### config.mk
export PLATFORM = sky130hd
export DESIGN_NAME = native_mem_arbiter
export DESIGN_NICKNAME = d
export VERILOG_FILES = /design/src/rtl/native_mem_arbiter.sv
export SDC_FILE = /design/constraint.sdc
export NUM_CORES = 1
export LEC_CHECK = 0
export CELL_PAD_IN_SITES_DETAIL_PLACEMENT = 2
export CELL_PAD_IN_SITES_GLOBAL_PLACEMENT = 2
export CORE_MARGIN = 5
export CORE_UTILIZATION = 10
export CTS_CLUSTER_SIZE = 24
export DETAILED_ROUTE_END_ITERATION = 7
export MAX_ROUTING_LAYER = met4
export PLACE_DENSITY = 0.93
export SLEW_MARGIN = 40
export SYNTH_ARGS = -nofsm -noshare
export SYNTH_HDL_FRONTEND = slang
export SYNTH_SLANG_ARGS = --single-unit
### constraint.sdc
create_clock -name clk -period 2.12 [get_ports clk]
set_clock_uncertainty 0.1 [all_clocks]
set_input_delay 0.212 -clock clk [delete_from_list [all_inputs] [get_ports clk]]
set_output_delay 0.212 -clock clk [all_outputs]
set_load 0.01 [all_outputs]
### src/rtl/native_mem_arbiter.sv
// Two-master round-robin arbiter for one native valid/ready memory port.
// The grant is held for a whole transaction; a timeout force-completes hung ones.
module native_mem_arbiter #(
  parameter int unsigned ADDR_W    = 32,
  parameter int unsigned DATA_W    = 32,
  parameter int unsigned TIMEOUT   = 255,
  parameter logic [DATA_W-1:0] ERR_RDATA = 32'hDEAD_BEEF
) (
  input  logic                clk,
  input  logic                reset,
  input  logic                m0_valid,
  input  logic                m0_instr,
  input  logic [ADDR_W-1:0]   m0_addr,
  input  logic [DATA_W-1:0]   m0_wdata,
  input  logic [DATA_W/8-1:0] m0_wstrb,
  output logic                m0_ready,
  output logic [DATA_W-1:0]   m0_rdata,
  input  logic                m1_valid,
  input  logic                m1_instr,
  input  logic [ADDR_W-1:0]   m1_addr,
  input  logic [DATA_W-1:0]   m1_wdata,
  input  logic [DATA_W/8-1:0] m1_wstrb,
  output logic                m1_ready,
  output logic [DATA_W-1:0]   m1_rdata,
  output logic                s_valid,
  output logic                s_instr,
  output logic [ADDR_W-1:0]   s_addr,
  output logic [DATA_W-1:0]   s_wdata,
  output logic [DATA_W/8-1:0] s_wstrb,
  input  logic                s_ready,
  input  logic [DATA_W-1:0]   s_rdata,
  output logic [1:0]          grant,
  output logic                timeout_err
);

  localparam int unsigned CW = $clog2(TIMEOUT + 1);
  localparam logic [CW-1:0] LAST = CW'(TIMEOUT - 1);

  typedef enum logic [1:0] {
    IDLE,
    BUSY0,
    BUSY1
  } state_t;

  state_t        state_q, state_d;
  logic          ptr_q, ptr_d;
  logic [CW-1:0] cnt_q, cnt_d;

  logic                sel;
  logic                w_valid;
  logic                w_instr;
  logic [ADDR_W-1:0]   w_addr;
  logic [DATA_W-1:0]   w_wdata;
  logic [DATA_W/8-1:0] w_wstrb;
  logic                rdy;
  logic [DATA_W-1:0]   rdata;

  // Select the request bundle of the current owner.
  always_comb begin
    sel     = (state_q == BUSY1);
    w_valid = sel ? m1_valid : m0_valid;
    w_instr = sel ? m1_instr : m0_instr;
    w_addr  = sel ? m1_addr  : m0_addr;
    w_wdata = sel ? m1_wdata : m0_wdata;
    w_wstrb = sel ? m1_wstrb : m0_wstrb;
  end

  // Arbitration, forwarding, completion and timeout.
  always_comb begin
    state_d     = state_q;
    ptr_d       = ptr_q;
    cnt_d       = cnt_q;
    s_valid     = 1'b0;
    s_instr     = 1'b0;
    s_addr      = '0;
    s_wdata     = '0;
    s_wstrb     = '0;
    grant       = 2'b00;
    timeout_err = 1'b0;
    rdy         = 1'b0;
    rdata       = '0;
    case (state_q)
      BUSY0, BUSY1: begin
        grant   = sel ? 2'b10 : 2'b01;
        s_valid = w_valid;
        s_instr = w_instr;
        s_addr  = w_addr;
        s_wdata = w_wdata;
        s_wstrb = w_wstrb;
        if (!w_valid) begin
          state_d = IDLE;
          cnt_d   = '0;
        end else if (s_ready) begin
          rdy     = 1'b1;
          rdata   = s_rdata;
          state_d = IDLE;
          ptr_d   = ~sel;
          cnt_d   = '0;
        end else if (cnt_q == LAST) begin
          s_valid     = 1'b0;
          s_wstrb     = '0;
          rdy         = 1'b1;
          rdata       = ERR_RDATA;
          timeout_err = 1'b1;
          state_d     = IDLE;
          ptr_d       = ~sel;
          cnt_d       = '0;
        end else begin
          cnt_d = cnt_q + 1'b1;
        end
      end
      default: begin
        cnt_d = '0;
        if (m0_valid && (!m1_valid || !ptr_q))
          state_d = BUSY0;
        else if (m1_valid)
          state_d = BUSY1;
      end
    endcase
    m0_ready = rdy & ~sel;
    m1_ready = rdy & sel;
    m0_rdata = sel ? '0 : rdata;
    m1_rdata = sel ? rdata : '0;
  end

  // State, round-robin pointer and timeout counter.
  always_ff @(posedge clk) begin
    if (reset) begin
      state_q <= IDLE;
      ptr_q   <= 1'b0;
      cnt_q   <= '0;
    end else begin
      state_q <= state_d;
      ptr_q   <= ptr_d;
      cnt_q   <= cnt_d;
    end
  end

endmodule
==> results of run 1 <==
==> timing repair <==
action / CTS / global route
setup endpoints to repair: 137 / 109
resized for setup: 452 / 188
hold endpoints to repair: 0 / 0
gates cloned: 6 / 2
buffers inserted: 18 / 8
pin swaps: 17 / 33
==> per-layer routing <==
metal  GRT usage (%)  vias to the layer above  wire length, um
met4           2.775                        0              339
li1                -                     1759                -
met2           26.28                      165             9734
met1           13.56                     1726             5998
met3           2.086                       21              917
met5               -                        -                0
==> registers in the layout, summed over array words and instances (netlist names) <==
register,flops
ptr_q,1
cnt_q,8
state_q,2
==> stage by stage <==
step / utilization (%) / setup TNS (ps)
2_1_floorplan: - / 0
3_3_place_gp: 27.76 / -16920
3_5_place_dp: 27.76 / -22820
4_1_cts: 29.27 / -3007
5_1_grt: 31.10 / -3858
6_report: 31.10 / -393.2
==> path summary, 6_finish.rpt <==
path	to	slack (ps)	depth (start not counted)	start
worst min-delay path	cnt_q[0]$_SDFF_PP0_	440	2	cnt_q[0]$_SDFF_PP0_
worst max register to register	cnt_q[3]$_SDFF_PP0_	240	6	state_q[0]$_SDFFE_PP0P_
worst max-delay path	m0_rdata[20]	-100	10	state_q[0]$_SDFFE_PP0P_
worst min register to register	cnt_q[0]$_SDFF_PP0_	440	2	cnt_q[0]$_SDFF_PP0_
==> logic make-up after synthesis <==
kind of cell,count (synthesis),synth area share [%]
AOI/OAI and AO/OA,7,2.913
DFF,11,10.46
muxes,70,33.29
buffers and inverters,32,6.837
adders and majority gates,4,2.378
and+or+nand+nor,191,41.62
xor gates and xnor gates,6,2.497
==> power by group <==
group / leakage (uW) / internal [uW] / switching, uW
Sequential: 0.0000897 / 214 / 4.54
Clock: 0.0000409 / 251 / 108
Combinational: 0.00259 / 779 / 607
==> layout make-up <==
class,count,share of cell area [%]
timing repair buffer,377,55.89
multi-input combinational,278,33.69
tap,275,5.297
sequential,11,3.428
clock buffer,3,1.156
inverter,8,0.4622
clock inverter,1,0.07704
==> worst max-delay path, cell delays in order, from the launching register on <==
cell and delay [ps]:
dfxtp_2 330, inv_2 50, ha_4 180, buf_12 140
buf_8 130, nor4b_4 250, buf_4 160, buf_6 100
buf_6 90, and2_4 130, buf_6 90
==> placed cells by master, fill, tap and decap left out, types with 2 or more instances in the layout <==
cell / count
dfxtp_2: 2
nor2b_1: 24
nor2_4: 28
inv_2: 5
and2_1: 4
nor2_2: 18
dlygate4sd2_1: 14
buf_4: 36
buf_2: 44
clkdlybuf4s15_1: 23
buf_16: 3
nand2_1: 6
buf_8: 2
dfxtp_1: 9
ha_1: 3
inv_1: 3
xnor2_1: 4
mux2i_1: 59
mux2i_4: 7
mux2i_2: 4
buf_6: 50
clkbuf_16: 5
xor2_1: 2
clkdlybuf4s50_1: 176
buf_12: 11
nor3_1: 3
and2_4: 13
nand3_1: 4
nor2_1: 82
a221oi_1: 2
clkbuf_2: 16
==> results by group, run 1 <==
Cells and area
  • Nets: 858
  • Layout cells sized above 1: between 30% and 40%
  • Area delta synth->final: 208.7%
  • Sequential Area: about 220 um^2
  • Fill cell count: 2351
  • Antenna Cells: 0
  • Design Area, Final: between 6000 and 7000 um^2
  • Multi-input combinational cell area: 2188 um^2
  • Non-Filler Instances: approximately 950

Yosys
  • Synthesis Warnings: 0
  • Post-synthesis async set-or-reset flop share: 0%
  • Main area contributors after synthesis: mux2i_1 33%, nor2_1 23%, dfxtp_1 10%
  • Synth cell types: 30
  • Mean post-synth cell area: 6.556 um^2
  • Mapped Cells: 321
  • Syn Nets: 500
  • Area of the mapped netlist: roughly 2100 um^2
  • Top FF cell, synth: dfxtp_1
  • Post-synthesis sequential area ratio: 10.46%
  • Flops & latches, synth: 11
  • Post-synth top cells: 127 x nor2_1, 70 x mux2i_1, 24 x nor2b_1
  • Number of synthesized flops with an enable pin: 0
  • Yosys top cell area share: 33.29%
  • Most frequent cell after synthesis: nor2_1
  • Synth area leader: mux2i_1

Drt
  • 1st-pass router iterations: 3
  • Vias/cell: 3.852
  • Post-route antenna net violation count: 0
  • Wire per inst: 17.83 um
  • Total number of vias: about 3700
  • First-iteration detailed-routing DRC count: 75
  • Post-route DRC violation count: 0
  • WL final: 16990 um

STA
  • Hold slack final: 441.1 ps
  • Setup ws final: -99.76 ps
  • Max-slew violation count: 0
  • # setup viols final: 13
  • Max Fclk: 0.4505 GHz
  • RSZ-0062 raised after global routing: yes
  • Worst-Margin Slew: between 400 and 500 ps
  • Fin. Hold Viols: 0
  • Post-layout min period: 2220 ps
  • Slew headroom: 71.37%
  • Tcrit/Tclk final: 104.7%

Die
  • Die W: 155.1 um
  • Site Rows: 53
  • Die area: 24050 um^2
  • Initial Util: 10.07%
  • Core outline area: about 21000 um^2
  • Ports: 314
  • Die Height: 155.1 um

Clock tree
  • CTS tree: built
  • Skew-Pair Late Insertion Delay: 240 ps
  • Hold bufs inserted after CTS: 0
  • Clock buffer depth: 2
  • Worst-path clk slew: roughly 50 ps
  • H-tree levels: 1
  • Clock sinks: 11
  • CTS Buf Count: 3
  • CTS root buf: clkbuf_16

Global route
  • Gr ovfl total: 0
  • First-pass GRT wire length: between 20000 and 25000 um
  • Number of global-route vias before repair: about 4200
  • Total global-route track usage: a little over an eighth
  • Initial antenna violation count: 0
  • Largest net degree at the start of global routing: 37

Job
  • # Max-Cap Violations: 0

Setup path
  • Critical Path AT: around 1900 ps
  • Worst Setup End Kind: output pin
  • Kind of critical path: reg -> out
  • Startpoint types: register
  • CP required: 1810 ps
  • CP max FO: 6

Outcome
  • Status: finished, violations left
  • Violated checks: setup timing

Min path
  • Worst Hold Class: reg -> reg

Pwr
  • Pwr/cell area: 302.3 nW/um^2
  • VDD IR max: 176.8 uV
  • LEAKAGE: 0.002717 uW
  • Total power: 1964 uW

Placed design
  • DP HPWL: 13430 um
  • Placed Cells: 919
  • DP Worst Slack: -412.8 ps
  • DP Area: approximately 5800 um^2
  • PortBufs: 313
  • Placer congestion estimate: 0.7491
Power figures use the tool's default switching activity.
==> run 2, diff against run 1 <==
--- a/config.mk
+++ b/config.mk
@@ -5,6 +5,7 @@
 export SDC_FILE = /design/constraint.sdc
 export NUM_CORES = 1
 export LEC_CHECK = 0
+export CAP_MARGIN = 20
 export CELL_PAD_IN_SITES_DETAIL_PLACEMENT = 2
 export CELL_PAD_IN_SITES_GLOBAL_PLACEMENT = 2
 export CORE_MARGIN = 5
==> results of run 2 <==
Same layout as run 1: the final DEF is identical, and so are final timing and power.
